==> src/rtl/light_mode_ctrl.sv <==
// Lamp mode controller: manual on/off plus an occupancy/darkness driven auto
// mode with a hold-off timer. The brightness ramps toward the requested target
// one step per prescaler tick and drives a free-running 8-bit PWM.
module light_mode_ctrl #(
  parameter int HOLD_T   = 10000,
  parameter int RAMP_DIV = 16
) (
  input  logic       clk,
  input  logic       rst,
  input  logic       a_pulse,
  input  logic       b_pulse,
  input  logic       presence,
  input  logic       dark,
  output logic       lamp_pwm,
  output logic [7:0] level,
  output logic       auto_mode,
  output logic       lamp_req
);

  localparam int HW = $clog2(HOLD_T) + 1;
  localparam int PW = (RAMP_DIV > 1) ? $clog2(RAMP_DIV) : 1;
  localparam logic [HW-1:0] HOLD_LAST  = HW'(HOLD_T - 1);
  localparam logic [PW-1:0] PRESC_LAST = PW'(RAMP_DIV - 1);

  typedef enum logic [2:0] {
    MAN_OFF,
    MAN_ON,
    AUTO_WAIT,
    AUTO_ON,
    AUTO_HOLD
  } state_t;

  state_t        state;
  state_t        state_nxt;
  logic [HW-1:0] hold_cnt;
  logic [HW-1:0] hold_cnt_nxt;
  logic [PW-1:0] presc;
  logic          tick;
  logic [7:0]    pwm_cnt;

  // One brightness step toward the target, pinned at both ends of the range.
  function automatic logic [7:0] step_level(input logic [7:0] cur, input logic up);
    if (up) begin
      return (cur == 8'hFF) ? cur : cur + 8'd1;
    end else begin
      return (cur == 8'h00) ? cur : cur - 8'd1;
    end
  endfunction

  // Next-state and hold-timer decode; a_pulse outranks b_pulse everywhere.
  always_comb begin
    state_nxt    = state;
    hold_cnt_nxt = hold_cnt;
    case (state)
      MAN_OFF: begin
        if (a_pulse)      state_nxt = AUTO_WAIT;
        else if (b_pulse) state_nxt = MAN_ON;
      end
      MAN_ON: begin
        if (a_pulse)      state_nxt = AUTO_WAIT;
        else if (b_pulse) state_nxt = MAN_OFF;
      end
      AUTO_WAIT: begin
        if (a_pulse)                state_nxt = MAN_OFF;
        else if (presence && dark)  state_nxt = AUTO_ON;
      end
      AUTO_ON: begin
        if (a_pulse) begin
          state_nxt = MAN_OFF;
        end else if (!presence) begin
          state_nxt    = AUTO_HOLD;
          hold_cnt_nxt = '0;
        end
      end
      AUTO_HOLD: begin
        if (a_pulse)                    state_nxt = MAN_OFF;
        else if (presence)              state_nxt = AUTO_ON;
        else if (hold_cnt == HOLD_LAST) state_nxt = AUTO_WAIT;
        else                            hold_cnt_nxt = hold_cnt + 1'b1;
      end
      default: state_nxt = MAN_OFF;
    endcase
  end

  // State, hold timer and the registered mode outputs decoded from the next state.
  always_ff @(posedge clk or posedge rst) begin
    if (rst) begin
      state     <= MAN_OFF;
      hold_cnt  <= '0;
      auto_mode <= 1'b0;
      lamp_req  <= 1'b0;
    end else begin
      state     <= state_nxt;
      hold_cnt  <= hold_cnt_nxt;
      auto_mode <= (state_nxt == AUTO_WAIT) || (state_nxt == AUTO_ON) ||
                   (state_nxt == AUTO_HOLD);
      lamp_req  <= (state_nxt == MAN_ON) || (state_nxt == AUTO_ON) ||
                   (state_nxt == AUTO_HOLD);
    end
  end

  assign tick = (presc == PRESC_LAST);

  // Ramp prescaler and brightness level; level moves one step per tick.
  always_ff @(posedge clk or posedge rst) begin
    if (rst) begin
      presc <= '0;
      level <= 8'd0;
    end else begin
      presc <= tick ? '0 : presc + 1'b1;
      if (tick) level <= step_level(level, lamp_req);
    end
  end

  // Free-running PWM counter and registered lamp drive.
  always_ff @(posedge clk or posedge rst) begin
    if (rst) begin
      pwm_cnt  <= 8'd0;
      lamp_pwm <= 1'b0;
    end else begin
      pwm_cnt  <= pwm_cnt + 8'd1;
      lamp_pwm <= (pwm_cnt < level);
    end
  end

endmodule

==> config.mk <==
export PLATFORM = sky130hd
export DESIGN_NAME = light_mode_ctrl
export DESIGN_NICKNAME = d
export VERILOG_FILES = /design/src/rtl/light_mode_ctrl.sv
export SDC_FILE = /design/constraint.sdc
export NUM_CORES = 1
export LEC_CHECK = 0
export ABC_CLOCK_PERIOD_IN_PS = 2700
export CAP_MARGIN = 20
export CORE_MARGIN = 2
export CORE_UTILIZATION = 35
export DETAILED_ROUTE_END_ITERATION = 12
export PLACE_DENSITY_LB_ADDON = 0.1
export SLEW_MARGIN = 15
export SYNTH_ARGS = -nofsm -noshare
export SYNTH_HDL_FRONTEND = slang
export SYNTH_SLANG_ARGS = --single-unit
==> constraint.sdc <==
create_clock -name clk -period 2.7 [get_ports clk]
set_input_delay 0.54 -clock clk [delete_from_list [all_inputs] [get_ports clk]]
set_output_delay 0.54 -clock clk [all_outputs]
set_load 0.01 [all_outputs]
-- After elaboration in Yosys (flattened, before gate mapping)
Cells that the tools add are included.
- output and inout bits: 11
- logic and storage cells: 64
- flip-flop bits (word level): 41
- bits of input ports: 6
- multiplexer cells: 22
- eq/ne operators: 18
- add/sub/neg operators: 5
- order comparisons: 1
- reductions and logical operators: 10
- operators with widths (kind ; count):
    15-bit 2-to-1 mux ; 5
    3-bit 2-to-1 mux ; 11
    15-bit one-hot mux with 2 select lines ; 1
    8-bit 2-to-1 mux ; 3
    8-bit by 1-bit adder with 8-bit output, second input constant ; 2
    15-bit by 1-bit adder with 15-bit output, second input constant ; 1
    15-bit by 14-bit equality test with 1-bit output, second input constant ; 1
    3-bit one-hot mux with 5 select lines ; 1
    2-bit inequality test, second input constant ; 7
    3-bit by 2-bit equality test with 1-bit output, second input constant ; 4
    8-bit equality test, second input constant ; 1
    8-bit logical NOT ; 1
    8-bit less-than comparator ; 1
    8-bit by 1-bit subtractor with 8-bit output, second input constant ; 1
    3-bit by 1-bit equality test with 1-bit output, second input constant ; 2
    3-bit equality test, second input constant ; 2
    6-bit AND reduction ; 1
    4-bit by 1-bit adder with 4-bit output, second input constant ; 1
    4-bit equality test, second input constant ; 1
    1-bit logical OR ; 4
    4-bit 2-to-1 mux ; 1
    3-bit logical NOT ; 1
    3-bit AND reduction ; 1
    2-bit nonzero test ; 1
    1-bit logical AND ; 1

-- Depth between registers and ports, before layout
- word-level depth: 8
- mapped depth: 8
- mapped depth without buffers: 8

-- Worst setup path before layout
OpenSTA, ideal clock, no wires.
- kind: reg-to-reg
- start point: register lamp_req
- end point: register level[7]
- required time: 2620 ps
- clock period less this slack: 2252 ps
- setup slack: 448 ps
- arrival: 2172 ps
- setup time: 80 ps
- stages on the path, launching flop included: 9
- buffers on the path: 0
- cells stage by stage: dfrtp_1 inv_1 ha_1 and3_1 a2111oi_0 a21oi_1 xnor2_1 nor2_1 xnor2_1
- cells in the longest elaborated chain, start to end: 2
- elaborated cells on any way between the ends: 4
- classes of those cells: eq/ne (2); mux (1); reduce/logical (1)
- RTL lines (element ; line ; source):
    from (decl) ; 17 ; output logic lamp_req
    from (signal assigned) ; 97 ; lamp_req <= (state_nxt == MAN_ON) || (state_nxt == AUTO_ON) ||
    2-bit inequality test (no source line) ; - ;
    3-bit AND reduction (no source line) ; - ;
    to (signal assigned) ; 111 ; if (tick) level <= step_level(level, lamp_req);
    to (decl) ; 15 ; output logic [7:0] level,
Parallel ways exist; a longest one is shown, timed or not.
A chain may end at the register's enable or synchronous reset.

-- Worst setup path in the final report
Same ends and word-level chain as after synthesis.

==> results.cfg <==
[grt]
grt_antenna_before_repair = 0
grt_pass1_wl_um = 7620
global_route.overflow_total = 0
vias_in_the_first_global_route = 1679
global_route.usage.total = 0.132
grt_max_degree = 42

[critical_path]
r2r_cells = 9
crit-reg2reg-capture = level[7]
cp.arrival_ps = 2490
start_kind = register
cp_data_required_time_ps = 2920
timing.critical_path.fanout_max = 8
crit_type = register to register
reg2reg_slack_ps = 430
worstReg2RegStart = lamp_req
worst_setup_path_end_kind = register
setup.worst_path.start = lamp_req

[cells_and_area]
insertedDiodeCount = 0
fill_cells = 608
areaGrowthSynthToFinish_pct = 18.5
final_layout_size_suffix_gt1_frac = 0.0817
final_cell_count_no_fill = 334
finished_core_util = 0.427
layout.nets = 279

[die]
start_util = 0.360
num_io_pins = 17
floorplan.die.height_um = 84.9
dieArea_sq_um = 7200
core.rowCount = 29
die_width_um = 84.9
placeableCoreArea_sq_um = 6350

[placed_design]
routabilityCongestion = 0.786
place.port_buffers = 16
dp_cells = 326
hpwlAfterDp_um = 3110

[hold_path]
hold_path.startpoint = pwm_cnt[7]
worstHoldPathType = register to register
min_delay_worst_endpoint = pwm_cnt[7]
holdPathStages = 1

[synth]
synth_simple_gate_area_frac = 0.195
yosysSeqAreaShare = 0.448
synth.distinct_cells = 43
synth-warning-count = 0
synthesis.instances = 231
synthFlopType = sky130_fd_sc_hd__dfrtp_1
synthXorXnorAreaFrac = 0.103
syn_nets = 254
syn-cell-area_sq_um = 2290
yosys.area_share.adder = 0.0962
async_set_reset_flop_share_out_of_synthesis = 1.00
synth_area_leader_cell = sky130_fd_sc_hd__dfrtp_1
ffs_latches_synth = 41
synthMuxAreaShare = 0.00984
netlist.area_leader.share = 0.448
syn_area_per_cell_sq_um = 9.91
synth_top_cells_by_area = sky130_fd_sc_hd__dfrtp_1 45%, sky130_fd_sc_hd__ha_1 8.7%, sky130_fd_sc_hd__xor2_1 6.1%
synth-edff-count = 0
synth_compound_area_frac = 0.119
combinational_family_with_the_most_area_after_synthesis = simple AND/OR/NAND/NOR gates

[timing]
setup_viol_count_final = 0
unrepaired_setup_endpoints_after_global_routing = no
final.setup_skew_ps = 9.65
maxSlewHeadroom = 0.652
finalWorstPathRequiredPeriod_ps = 2270
min_period_over_period = 0.839
slew_viol_final = 0
fin_hold_ws_ps = 482
tightest_slew_ps = 522
fin_tns_setup_ps = 0
max_clock_freq_mhz = 441
timing_hold_violations_final = 0

[clock_tree]
htree_levels = 2
clk_root_buffer_cell = sky130_fd_sc_hd__clkbuf_8
clock_sinks = 41
ctsHoldBuffers = 0
cts.repair.resized = 0
cts-root-to-sink-buffers = 2
clkLatencyLatePin_ps = 290
post-cts-setup-buffers = 0
clk_pin_slew_worst_paths_ps = 90
numCtsBuffers = 5
cts_tree = done

[run_status]
outcome = complete, no violations

[route]
drt-initial-drc-count = 62
route.vias.total = 1672
detail_route.drc_violations = 0
post_drt_via_cell_ratio = 5.01
routedWlPerCell_um = 12.8
firstDrtPassIters = 4
totalWireLength_um = 4260
drtAntennaViolNets = 0

[power_and_ir_drop]
power.density_cell_area_nw_per_um2 = 851
cellLeakagePower_nw = 1.23
max-vdd-ir-drop_v = 0.000519

[job]
drv_cap = 0
## cells by family after synthesis
family | Yosys count
xor gates and xnor gates | 27
and+or+nand+nor | 84
muxes | 2
buffers and inverters | 17
DFF | 41
adders and majority gates | 17
AOI/OAI and AO/OA | 43
## synth_stat cells, drive strengths merged (2+ instances only)
master and number:
xnor2 11, clkbuf 3, nor4 3, nand3 13, and3 5, inv 13, nor3 6, nand2 13
o21a 6, mux2 2, nor2 23, o21ai 14, a21oi 11, nand4 6, or4 2, xor2 16
ha 16, nor2b 2, a21o 2, nand2b 4, dfrtp 41
## placed cells by master, fill, tap and decap left out, drive strengths merged, types with 2 or more instances in the layout
cell type	instances
clkdlybuf4s50	16
or4	2
a21o	2
nand4	6
nor4	3
mux2	2
clkbuf	5
nand3	13
xor2	16
a21oi	11
nand2b	4
o21ai	14
buf	6
nor2	23
ha	16
nor2b	2
and3	5
o21a	6
inv	14
xnor2	11
dfrtp	41
bufinv	2
nor3	6
nand2	13
## report_power, final
part,switching [mW],internal [mW],total [mW]
clock,0.225,0.372,0.598
combinational,0.412,0.469,0.881
sequential,0.126,0.702,0.829
## state kept, by name (all words and copies together) (netlist names)
name       flops
state          3
auto_mode      1
lamp_pwm       1
hold_cnt      15
lamp_req       1
pwm_cnt        8
presc          4
level          8
## worst max-delay path by stage
| stage | endpoint | slack, ps | cells after the start |
|---|---|---|---|
| CTS | level[7] | 440 | 9 |
| global placement | level[7] | 450 | 9 |
| finish | level[7] | 430 | 9 |
| detailed placement | hold_cnt[9] | 400 | 7 |
| floorplan | level[7] | 450 | 8 |
| global route | level[7] | 220 | 9 |
## metal layers
layer	GRT usage	vias to the layer above	wire length, um
li1	-	860	-
met1	0.172	793	2050
met2	0.215	14	2050
met3	0.0311	5	112
met4	0.0476	0	53
met5	0	-	0
## area by class of cell
| class | count | area [sq um] | area share |
|---|---|---|---|
| timing repair buffer | 22 | 205 | 0.0757 |
| clock inverter | 3 | 68.8 | 0.0254 |
| inverter | 13 | 48.8 | 0.0180 |
| multi-input combinational | 173 | 1200 | 0.442 |
| sequential | 41 | 1030 | 0.378 |
| tap | 77 | 96.3 | 0.0355 |
| clock buffer | 5 | 68.8 | 0.0254 |
## worst max-delay path, cell delays in order, from the launching register on
cell and delay [ps]:
sky130_fd_sc_hd__dfrtp_1 410, sky130_fd_sc_hd__inv_1 240, sky130_fd_sc_hd__ha_1 330, sky130_fd_sc_hd__and3_1 180
sky130_fd_sc_hd__a2111oi_0 410, sky130_fd_sc_hd__buf_4 190, sky130_fd_sc_hd__a21oi_1 70, sky130_fd_sc_hd__xnor2_1 120
sky130_fd_sc_hd__nor2_1 120, sky130_fd_sc_hd__xnor2_1 130
## per-stage QoR
stage / worst slack, ps / power (mW) / cell area, sq um
2_1_floorplan: 448 / 1.41 / 2290
3_3_place_gp: 445 / 1.73 / 2570
3_5_place_dp: 402 / 1.73 / 2570
4_1_cts: 435 / 2.35 / 2710
5_1_grt: 218 / 2.50 / 2710
6_report: 434 / 2.31 / 2710
Power figures use the tool's default switching activity.
